===== config.mk =====
export PLATFORM = sky130hd
export DESIGN_NAME = iter_alu
export DESIGN_NICKNAME = d
export VERILOG_FILES = /design/src/rtl/iter_alu.sv
export SDC_FILE = /design/constraint.sdc
export NUM_CORES = 1
export LEC_CHECK = 0
export ABC_AREA = 1
export BUFFER_PORTS_ARGS = -buffer_cell sky130_fd_sc_hd__buf_4
export CELL_PAD_IN_SITES_DETAIL_PLACEMENT = 2
export CELL_PAD_IN_SITES_GLOBAL_PLACEMENT = 2
export CORE_MARGIN = 2
export CORE_UTILIZATION = 30
export CTS_CLUSTER_DIAMETER = 120
export CTS_CLUSTER_SIZE = 25
export DETAILED_ROUTE_END_ITERATION = 8
export PLACE_DENSITY_LB_ADDON = 0.1
export SYNTH_ARGS = -nofsm -noshare
export SYNTH_HDL_FRONTEND = slang
export SYNTH_SLANG_ARGS = --single-unit

===== constraint.sdc =====
create_clock -name clk -period 3 [get_ports clk]
set_input_delay 0.15 -clock clk [delete_from_list [all_inputs] [get_ports clk]]
set_output_delay 0.15 -clock clk [all_outputs]
set_load 0.01 [all_outputs]

===== src/rtl/iter_alu.sv =====
// rtl/iter_alu.sv - registered ALU with iterative shift-add multiply and restoring divide
// Define ITER_ALU_DIV_EN to build the DIV/DIVU datapath; otherwise those opcodes return 0.
module iter_alu #(
  parameter int WIDTH = 32,
  parameter int SHW   = $clog2(WIDTH)
) (
  input  logic             clk,
  input  logic             rst_n,
  input  logic             in_valid,
  output logic             in_ready,
  input  logic [3:0]       ctrl,
  input  logic [WIDTH-1:0] src1,
  input  logic [WIDTH-1:0] src2,
  output logic             out_valid,
  input  logic             out_ready,
  output logic [WIDTH-1:0] result,
  output logic [WIDTH-1:0] hi,
  output logic             zero
);
  localparam logic [3:0] OP_AND  = 4'b0000;
  localparam logic [3:0] OP_OR   = 4'b0001;
  localparam logic [3:0] OP_ADD  = 4'b0010;
  localparam logic [3:0] OP_SUB  = 4'b0011;
  localparam logic [3:0] OP_SLT  = 4'b0100;
  localparam logic [3:0] OP_XOR  = 4'b0101;
  localparam logic [3:0] OP_NOR  = 4'b0110;
  localparam logic [3:0] OP_SLTU = 4'b0111;
  localparam logic [3:0] OP_SLL  = 4'b1000;
  localparam logic [3:0] OP_SRL  = 4'b1001;
  localparam logic [3:0] OP_SRA  = 4'b1010;
  localparam logic [SHW-1:0] LAST = SHW'(WIDTH - 1);

  typedef enum logic [1:0] {
    S_IDLE,
    S_MUL
`ifdef ITER_ALU_DIV_EN
    , S_DIV
`endif
  } state_t;

  state_t                 state_q, state_d;
  logic [2*WIDTH-1:0]     acc_q, acc_d;
  logic [WIDTH-1:0]       mcand_q, mcand_d;
  logic [SHW-1:0]         cnt_q, cnt_d;
  logic                   neg_q, neg_d;
  logic [WIDTH-1:0]       result_d, hi_d;
  logic                   out_valid_d;
  logic                   accept, is_mul, is_signed;
  logic [SHW-1:0]         shamt;
  logic [WIDTH-1:0]       mag1, mag2, alu_res;
  logic [WIDTH:0]         mul_sum;
  logic [2*WIDTH-1:0]     mul_next, mul_fix;

  assign in_ready  = (state_q == S_IDLE) && (!out_valid || out_ready);
  assign accept    = in_valid && in_ready;
  assign is_mul    = (ctrl[3:1] == 3'b110);
  assign is_signed = !ctrl[0];
  assign shamt     = src2[SHW-1:0];
  assign mag1      = (is_signed && src1[WIDTH-1]) ? -src1 : src1;
  assign mag2      = (is_signed && src2[WIDTH-1]) ? -src2 : src2;
  assign zero      = (result == '0);

  // acc holds {partial product, remaining multiplier bits}; one multiplier bit retires per cycle.
  assign mul_sum  = {1'b0, acc_q[2*WIDTH-1:WIDTH]} + (acc_q[0] ? {1'b0, mcand_q} : {(WIDTH+1){1'b0}});
  assign mul_next = {mul_sum, acc_q[WIDTH-1:1]};
  assign mul_fix  = neg_q ? -mul_next : mul_next;

`ifdef ITER_ALU_DIV_EN
  logic               is_div, negr_q, negr_d;
  logic [WIDTH:0]     div_shift, div_diff;
  logic [2*WIDTH-1:0] div_next;
  logic [WIDTH-1:0]   quo_fix, rem_fix;

  // acc holds {partial remainder, dividend bits shifting out / quotient bits shifting in}.
  assign is_div    = (ctrl[3:1] == 3'b111);
  assign div_shift = {acc_q[2*WIDTH-1:WIDTH], acc_q[WIDTH-1]};
  assign div_diff  = div_shift - {1'b0, mcand_q};
  assign div_next  = div_diff[WIDTH] ? {div_shift[WIDTH-1:0], acc_q[WIDTH-2:0], 1'b0}
                                     : {div_diff[WIDTH-1:0], acc_q[WIDTH-2:0], 1'b1};
  assign quo_fix   = neg_q  ? -div_next[WIDTH-1:0] : div_next[WIDTH-1:0];
  assign rem_fix   = negr_q ? -div_next[2*WIDTH-1:WIDTH] : div_next[2*WIDTH-1:WIDTH];
`endif

  always_comb begin
    alu_res = '0;
    case (ctrl)
      OP_AND:  alu_res = src1 & src2;
      OP_OR:   alu_res = src1 | src2;
      OP_ADD:  alu_res = src1 + src2;
      OP_SUB:  alu_res = src1 - src2;
      OP_SLT:  alu_res = {{(WIDTH-1){1'b0}}, ($signed(src1) < $signed(src2))};
      OP_XOR:  alu_res = src1 ^ src2;
      OP_NOR:  alu_res = ~(src1 | src2);
      OP_SLTU: alu_res = {{(WIDTH-1){1'b0}}, (src1 < src2)};
      OP_SLL:  alu_res = src1 << shamt;
      OP_SRL:  alu_res = src1 >> shamt;
      OP_SRA:  alu_res = $signed(src1) >>> shamt;
      default: alu_res = '0;
    endcase
  end

  always_comb begin
    state_d     = state_q;
    acc_d       = acc_q;
    mcand_d     = mcand_q;
    cnt_d       = cnt_q;
    neg_d       = neg_q;
    result_d    = result;
    hi_d        = hi;
    out_valid_d = out_valid && !out_ready;
`ifdef ITER_ALU_DIV_EN
    negr_d      = negr_q;
`endif
    case (state_q)
      S_IDLE: begin
        if (accept) begin
          cnt_d = '0;
          if (is_mul) begin
            state_d = S_MUL;
            acc_d   = {{WIDTH{1'b0}}, mag2};
            mcand_d = mag1;
            neg_d   = is_signed && (src1[WIDTH-1] ^ src2[WIDTH-1]);
          end
`ifdef ITER_ALU_DIV_EN
          else if (is_div && (src2 == '0)) begin
            result_d    = '1;
            hi_d        = src1;
            out_valid_d = 1'b1;
          end else if (is_div) begin
            state_d = S_DIV;
            acc_d   = {{WIDTH{1'b0}}, mag1};
            mcand_d = mag2;
            neg_d   = is_signed && (src1[WIDTH-1] ^ src2[WIDTH-1]);
            negr_d  = is_signed && src1[WIDTH-1];
          end
`endif
          else begin
            result_d    = alu_res;
            hi_d        = '0;
            out_valid_d = 1'b1;
          end
        end
      end
      S_MUL: begin
        acc_d = mul_next;
        cnt_d = cnt_q + SHW'(1);
        if (cnt_q == LAST) begin
          {hi_d, result_d} = mul_fix;
          out_valid_d      = 1'b1;
          state_d          = S_IDLE;
        end
      end
`ifdef ITER_ALU_DIV_EN
      S_DIV: begin
        acc_d = div_next;
        cnt_d = cnt_q + SHW'(1);
        if (cnt_q == LAST) begin
          result_d    = quo_fix;
          hi_d        = rem_fix;
          out_valid_d = 1'b1;
          state_d     = S_IDLE;
        end
      end
`endif
      default: state_d = S_IDLE;
    endcase
  end

  always_ff @(posedge clk or negedge rst_n) begin
    if (!rst_n) begin
      state_q   <= S_IDLE;
      acc_q     <= '0;
      mcand_q   <= '0;
      cnt_q     <= '0;
      neg_q     <= 1'b0;
      result    <= '0;
      hi        <= '0;
      out_valid <= 1'b0;
    end else begin
      state_q   <= state_d;
      acc_q     <= acc_d;
      mcand_q   <= mcand_d;
      cnt_q     <= cnt_d;
      neg_q     <= neg_d;
      result    <= result_d;
      hi        <= hi_d;
      out_valid <= out_valid_d;
    end
  end

`ifdef ITER_ALU_DIV_EN
  always_ff @(posedge clk or negedge rst_n) begin
    if (!rst_n) negr_q <= 1'b0;
    else        negr_q <= negr_d;
  end
`endif

endmodule


== Word-level counts from Yosys, hierarchy flattened ==
Index checks and enable logic that the tools add are counted.

* Register bits after elaboration: 169
* Memories kept: 0
* Input bits: 72
* Memory bits (writable): 0
* Memory bits (read-only): 0
* Word-level logic and storage cells: 87
* Bits in latches: 0
* Output and inout port bits: 67

* Equal/unequal tests: 17
* Bitwise gates (word level): 5
* Multipliers: 0
* $add $sub $neg: 7
* Order comparisons: 2
* Reductions and logical operators: 19
* Div/mod/pow operators: 0
* Muxes and demuxes: 26
* Shift operators: 3

{| class="wikitable"
|+ Operators by type and width
! operator !! number
|-
| $pmux W32 S11 || 1
|-
| $mux W32 || 9
|-
| $mux W64 || 3
|-
| $pmux W32 S2 || 2
|-
| $pmux W64 S2 || 1
|-
| $lt A32 B32 Y1 || 2
|-
| $neg A32 Y32 || 2
|-
| $neg A64 Y64 || 1
|-
| $add A32 B32 Y33 || 1
|-
| $add A32 B32 Y32 || 1
|-
| $and A32 B32 Y32 || 1
|-
| $logic_not A32 Y1 || 1
|-
| $not A32 Y32 || 1
|-
| $or A32 B32 Y32 || 1
|-
| $shl A32 B5 Y32 || 1
|-
| $shr A32 B5 Y32 || 1
|-
| $sshr A32 B5 Y32 || 1
|-
| $sub A32 B32 Y32 || 1
|-
| $xor A32 B32 Y32 || 1
|-
| $eq A4 B3 Y1 const B || 4
|-
| $eq A4 B4 Y1 const B || 3
|-
| $pmux W5 S2 || 1
|-
| $reduce_and A3 Y1 || 3
|-
| $eq A4 B2 Y1 const B || 2
|-
| 20 further kinds || 34
|}

== Logic depth before layout (Yosys ltp) ==
* Word-level depth: 6
* Mapped depth: 26
* Mapped depth without buffers: 23

== Worst setup path after synthesis ==
OpenSTA, ideal clock, no wires.

* Path kind: input to register
* Start: in src2[2]
* End: reg result[21]
* Path buffers: 4
* Arrival: 2746 ps
* Path slack: 130 ps
* Required time: 2876 ps
* Stages: 17
* Cell sequence: buf_2 > inv_2 > clkbuf_1 > buf_1 > ha_1 > buf_2 > inv_1 > nand3_1 > nand3_1 > a21oi_1 > o21ai_0 > a21oi_1 > or2_1 > nand3_1 > nand4_1 > nand2_1 > nand3_1

* Word-level cells in the longest chain between the ends: 5

{| class="wikitable"
|+ RTL lines
! what !! line !! RTL
|-
| start, declared || 13 || <nowiki>input logic [WIDTH-1:0] src2,</nowiki>
|-
| $sub A32 B32 Y32, or another cell as far along || 90 || <nowiki>OP_SUB: alu_res = src1 - src2;</nowiki>
|-
| $pmux W32 S11 (*) || 86 || <nowiki>case (ctrl)</nowiki>
|-
| $mux W32 (*) || 118 || <nowiki>if (is_mul) begin</nowiki>
|-
| $mux W32 (*) || 116 || <nowiki>if (accept) begin</nowiki>
|-
| $pmux W32 S2 (*) || 114 || <nowiki>case (state_q)</nowiki>
|-
| end signal, assigned || 185 || <nowiki>result <= result_d;</nowiki>
|-
| end, declared || 16 || <nowiki>output logic [WIDTH-1:0] result,</nowiki>
|}

Every way passes the cells marked *; elsewhere a longest branch is shown, timed or not. The select of a mux whose other input is x is not followed.
A chain may end at the register's enable or synchronous reset.

== Worst setup path after layout ==
* Start: reg acc_q[0]
* End: reg hi[12]

* Word-level cells in the longest chain between the ends: 6

{| class="wikitable"
|+ RTL lines
! what !! line !! RTL
|-
| start, declared || 42 || <nowiki>logic [2*WIDTH-1:0] acc_q, acc_d;</nowiki>
|-
| start signal, assigned || 172 || <nowiki>acc_q <= '0;</nowiki>
|-
| start signal, assigned || 181 || <nowiki>acc_q <= acc_d;</nowiki>
|-
| $mux W32 (*) || 64 || <nowiki>assign mul_sum = {1'b0, acc_q[2*WIDTH-1:WIDTH]} + (acc_q[0] ? {1'b0, mcand_q} : {(WIDTH+1){1'b0}});</nowiki>
|-
| $add A32 B32 Y33 (*) || 64 ||
|-
| $neg A64 Y64 || 66 || <nowiki>assign mul_fix = neg_q ? -mul_next : mul_next;</nowiki>
|-
| $mux W64 (*) || 66 ||
|-
| $mux W32 (*) || 147 || <nowiki>if (cnt_q == LAST) begin</nowiki>
|-
| $pmux W32 S2 (*) || 114 ||
|-
| end signal, assigned || 186 || <nowiki>hi <= hi_d;</nowiki>
|-
| end, declared || 17 || <nowiki>output logic [WIDTH-1:0] hi,</nowiki>
|}

Marked as above.

==> impl_metrics.csv <==
group,metric,value,unit
global_routing,grt_start_max_net_pins,80,
synth,synth_edf_count,0,
hold_path,worst_hold_path_type,"input pin to flip-flop",
layout,design.final.nets,4471,
sta,maxSlewHeadroom,39.3,%
layout,final_cell_mix,"974 x sky130_fd_sc_hd__nand2_1, 582 x sky130_fd_sc_hd__buf_4, 392 x sky130_fd_sc_hd__inv_1",
place,port-buffer-count,138,
sta,finalClockSkew,18.4,ps
synth,synth_area,21800,um2
global_routing,first_pass_grt_wire_length,205000,um
synth,netlist.top_cell.by_area,"sky130_fd_sc_hd__nand2_1",
power_and_ir_drop,power_frac_clock,10.2,%
floorplanning,design.core.area,71700,um2
layout,fillerInstances,8982,
outcome,violations_in_the_final_reports,"setup timing",
power_and_ir_drop,share_seq_of_total_power,17.9,%
layout,area_of_combinational_cells_with_multiple_inputs,17000,um2
clock_network,number_of_buffers_created_by_cts,17,
power_and_ir_drop,power-per-cell-area,819,nW/um2
drt,drt-pass1-iter-count,7,
worst_setup_path,ordered_list_of_cells_on_the_worst_path,"clkbuf_16 > nand2_1 > inv_2 > ha_4 > inv_2 > nand2_2 > buf_4 > nand2_2 > nand2_2 > nand2_4 > nand2_8 > nor2_2 > nand4_1 > nor2_2 > buf_4 > a21oi_1 > xnor2_1 > nand2_1 > nand2_1",
clock_network,h_tree_level_count,4,
worst_setup_path,timing.critical_path.arrival,3820,ps
clock_network,clkSinkCount,168,
floorplanning,die_width,274,um
floorplanning,die_area,74800,um2
drt,remaining_drc_errors,0,
floorplanning,die_height,274,um
synth,ys_seq_area_share,19.3,%
layout,leading_cell_type_in_the_layout_fill_and_taps_excluded,"sky130_fd_sc_hd__nand2_1",
floorplanning,pin_count,139,
floorplanning,std_cell_rows,98,
clock_network,clkTransAtPathRegs,90,ps
power_and_ir_drop,comb_power_share,71.9,%
clock_network,clk-insertion-delay-late,500,ps
synth,async_reset_ff_share,100,%
synth,synthTopCellsByArea,"sky130_fd_sc_hd__nand2_1 20%, sky130_fd_sc_hd__dfrtp_1 19%, sky130_fd_sc_hd__o21ai_0 8.5%, sky130_fd_sc_hd__ha_1 7.7%, sky130_fd_sc_hd__inv_1 7.6%",
clock_network,clk_root_buffer_cell,"sky130_fd_sc_hd__clkbuf_16",
drt,route.final.wire_length,153000,um
power_and_ir_drop,cellInternalPower,0.0106,W
global_routing,antenna_violations_before_repair,6,
sta,worst_slew_pin_slew,902,ps
worst_setup_path,worst-endpoint-required,3430,ps
sta,hold-worst-slack,67.6,ps
place,dp.cells,5144,
sta,finalCritPeriodShare,113,%
place,hpwl,115000,um
worst_setup_path,worstSetupStartpointType,"flip-flop",
sta,finalCriticalPeriod,3390,ps
sta,slew_viol_final,0,
synth,synth.distinct_cells,59,
layout,post_layout_util,41.3,%
layout,final_cell_count_no_fill,5227,
floorplanning,floorplan.initialDensity,30.4,%
clock_network,clock_path_buffers,2,
sta,unrepaired_setup_endpoints_after_global_routing,"true",
run,timing.max_cap.violations,0,
synth,synth_area_per_cell,5.77,um2
worst_setup_path,path_class,"flip-flop to flip-flop",
synth,net_count_synth,3989,
power_and_ir_drop,peakVddDrop,0.000585,V
global_routing,gr-total-overflow,0,
sta,fmax,0.295,GHz
layout,finish.instance_area,29700,um2
power_and_ir_drop,cellLeakagePower,14.7,nW
worst_setup_path,endpoint_kind,"flip-flop",
place,gpl.final_weighted_congestion,0.999,
layout,area_growth_syn_to_layout,36.0,%
sta,timing.final.hold_violations,0,
global_routing,globalRouteTotalUtil,37.0,%
power_and_ir_drop,p_sw,0.0137,W
drt,drt_antenna_net_count,0,
worst_setup_path,library_cell_contributing_the_largest_single_delay_on_the_critical_path,"sky130_fd_sc_hd__dfrtp_2",
synth,netlist_instances,3780,
outcome,outcome,"finished with violations",
sta,timing.final.ws_setup,-388,ps
worst_setup_path,slowest_delay,550,ps
drt,first_iter_violations,2271,
clock_network,clock_tree_from_tritoncts,"yes",
synth,synth-warning-count,0,
layout,seqCellArea,4210,um2
worst_setup_path,worst-path-max-fanout,6,
drt,num_vias,30179,
drt,vias_per_cell,5.77,
layout,drive_gt1_share,24.9,%
place,placed_area,26800,um2
synth,ys_ff_latch,168,
worst_setup_path,critical_path.top_delay_family,"simple AND/OR/NAND/NOR gates",
worst_setup_path,timing.critical_path.buf_inv,5,
sta,finalSetupViolCount,28,
synth,post-synth-top-area-fraction,19.6,%
power_and_ir_drop,switching_share,56.5,%
synth,synth_ff_type,"sky130_fd_sc_hd__dfrtp_1",
drt,post_drt_wl_per_cell,29.2,um
global_routing,grt_pass1_vias,31079,
## metal layers
metal	track usage [%]	share of wire, %	up-vias	wire (um)
li1	-	-	13373	-
met1	44.0	39	15198	60100
met2	63.9	47	1129	71900
met3	3.54	4.7	473	7240
met4	22.7	8.8	6	13500
met5	0	0.026	-	40
## tightest hold or removal path, cell delays in order
cell,delay [ps]
sky130_fd_sc_hd__buf_4,70
sky130_fd_sc_hd__nand2_1,140
sky130_fd_sc_hd__nand3_1,110
sky130_fd_sc_hd__nand2_1,50
## what timing repair did
item | CTS | global route
pin swaps | 21 | 137
buffers inserted | 13 | 33
hold buffers | 2 | 0
cloned | 0 | 3
setup endpoints to repair | 25 | 28
gates resized for setup | 103 | 405
endpoints found under the hold margin | 60 | 0
## cell type report
cell class,instances,area share [%]
multi-input cells,3003,57.5
repair buffers,615,16.4
flip-flops and latches,168,14.2
inverters,457,5.86
well taps,950,4.01
clock buffers,17,1.43
clock inverters,15,0.578
diodes,2,0.0169
## cell usage after synthesis (all sizes together), types with 13 or more instances
library cell,instances
xor2,61
dfrtp,168
nor4,18
clkbuf,104
or2,14
a31oi,16
a221oi,14
nor3,53
mux2i,14
ha,134
o221ai,18
a22oi,17
o22ai,13
nand3b,13
nand3,270
nand4,49
o21ai,393
nor2,401
buf,48
a21oi,243
inv,448
o211ai,36
nand2,1157
## metrics by stage
step / setup WS (ps) / TNS [ps] / total power, W
CTS: -32.9 / -69.3 / 0.0204
finish: -388 / -5870 / 0.0243
global route: -470 / -8340 / 0.0252
floorplan: 130 / 0 / 0.0104
detailed placement: -281 / -4460 / 0.0171
global placement: -218 / -2560 / 0.0166
## kinds of logic (layout without fill, tap and decap cells)
logic type	Yosys count	after routing	synth area share, %
flops	168	168	19.3
compound gates	808	808	20.8
xor+xnor	63	63	2.53
simple gates	1981	1981	38.0
other cells	0	2	0
mux	14	14	0.643
fa+ha+maj	137	137	7.97
buf+inv	609	1104	10.8
## state kept, by name, indices dropped and copies added (netlist names)
| name | cells |
|---|---|
| state_q | 1 |
| neg_q | 1 |
| out_valid | 1 |
| acc_q | 64 |
| hi | 32 |
| result | 32 |
| cnt_q | 5 |
| mcand_q | 32 |
## worst paths after layout
check                                          start  slack (ps)                      to  depth (start not counted)
min in group asynchronous                      rst_n         190   acc_q[46]$_DFFE_PN0P_                          2
worst max register to register  acc_q[0]$_DFFE_PN0P_        -390      hi[12]$_DFFE_PN0P_                         19
worst min register to register    hi[21]$_DFFE_PN0P_         490      hi[21]$_DFFE_PN0P_                          2
max in group asynchronous                      rst_n        1920  result[29]$_DFFE_PN0P_                          3
worst max-delay path            acc_q[0]$_DFFE_PN0P_        -390      hi[12]$_DFFE_PN0P_                         19
worst min-delay path                        in_valid          70    cnt_q[1]$_DFFE_PN0P_                          4
## power by group through the flow
stage / combinational, W / sequential [W] / clock (W)
floorplan: 0.00659 / 0.00385 / 0
global placement: 0.0125 / 0.00413 / 0
detailed placement: 0.0130 / 0.00415 / 0
CTS: 0.0138 / 0.00415 / 0.00243
global route: 0.0183 / 0.00441 / 0.00255
finish: 0.0174 / 0.00435 / 0.00248
Power figures use the tool's default switching activity.
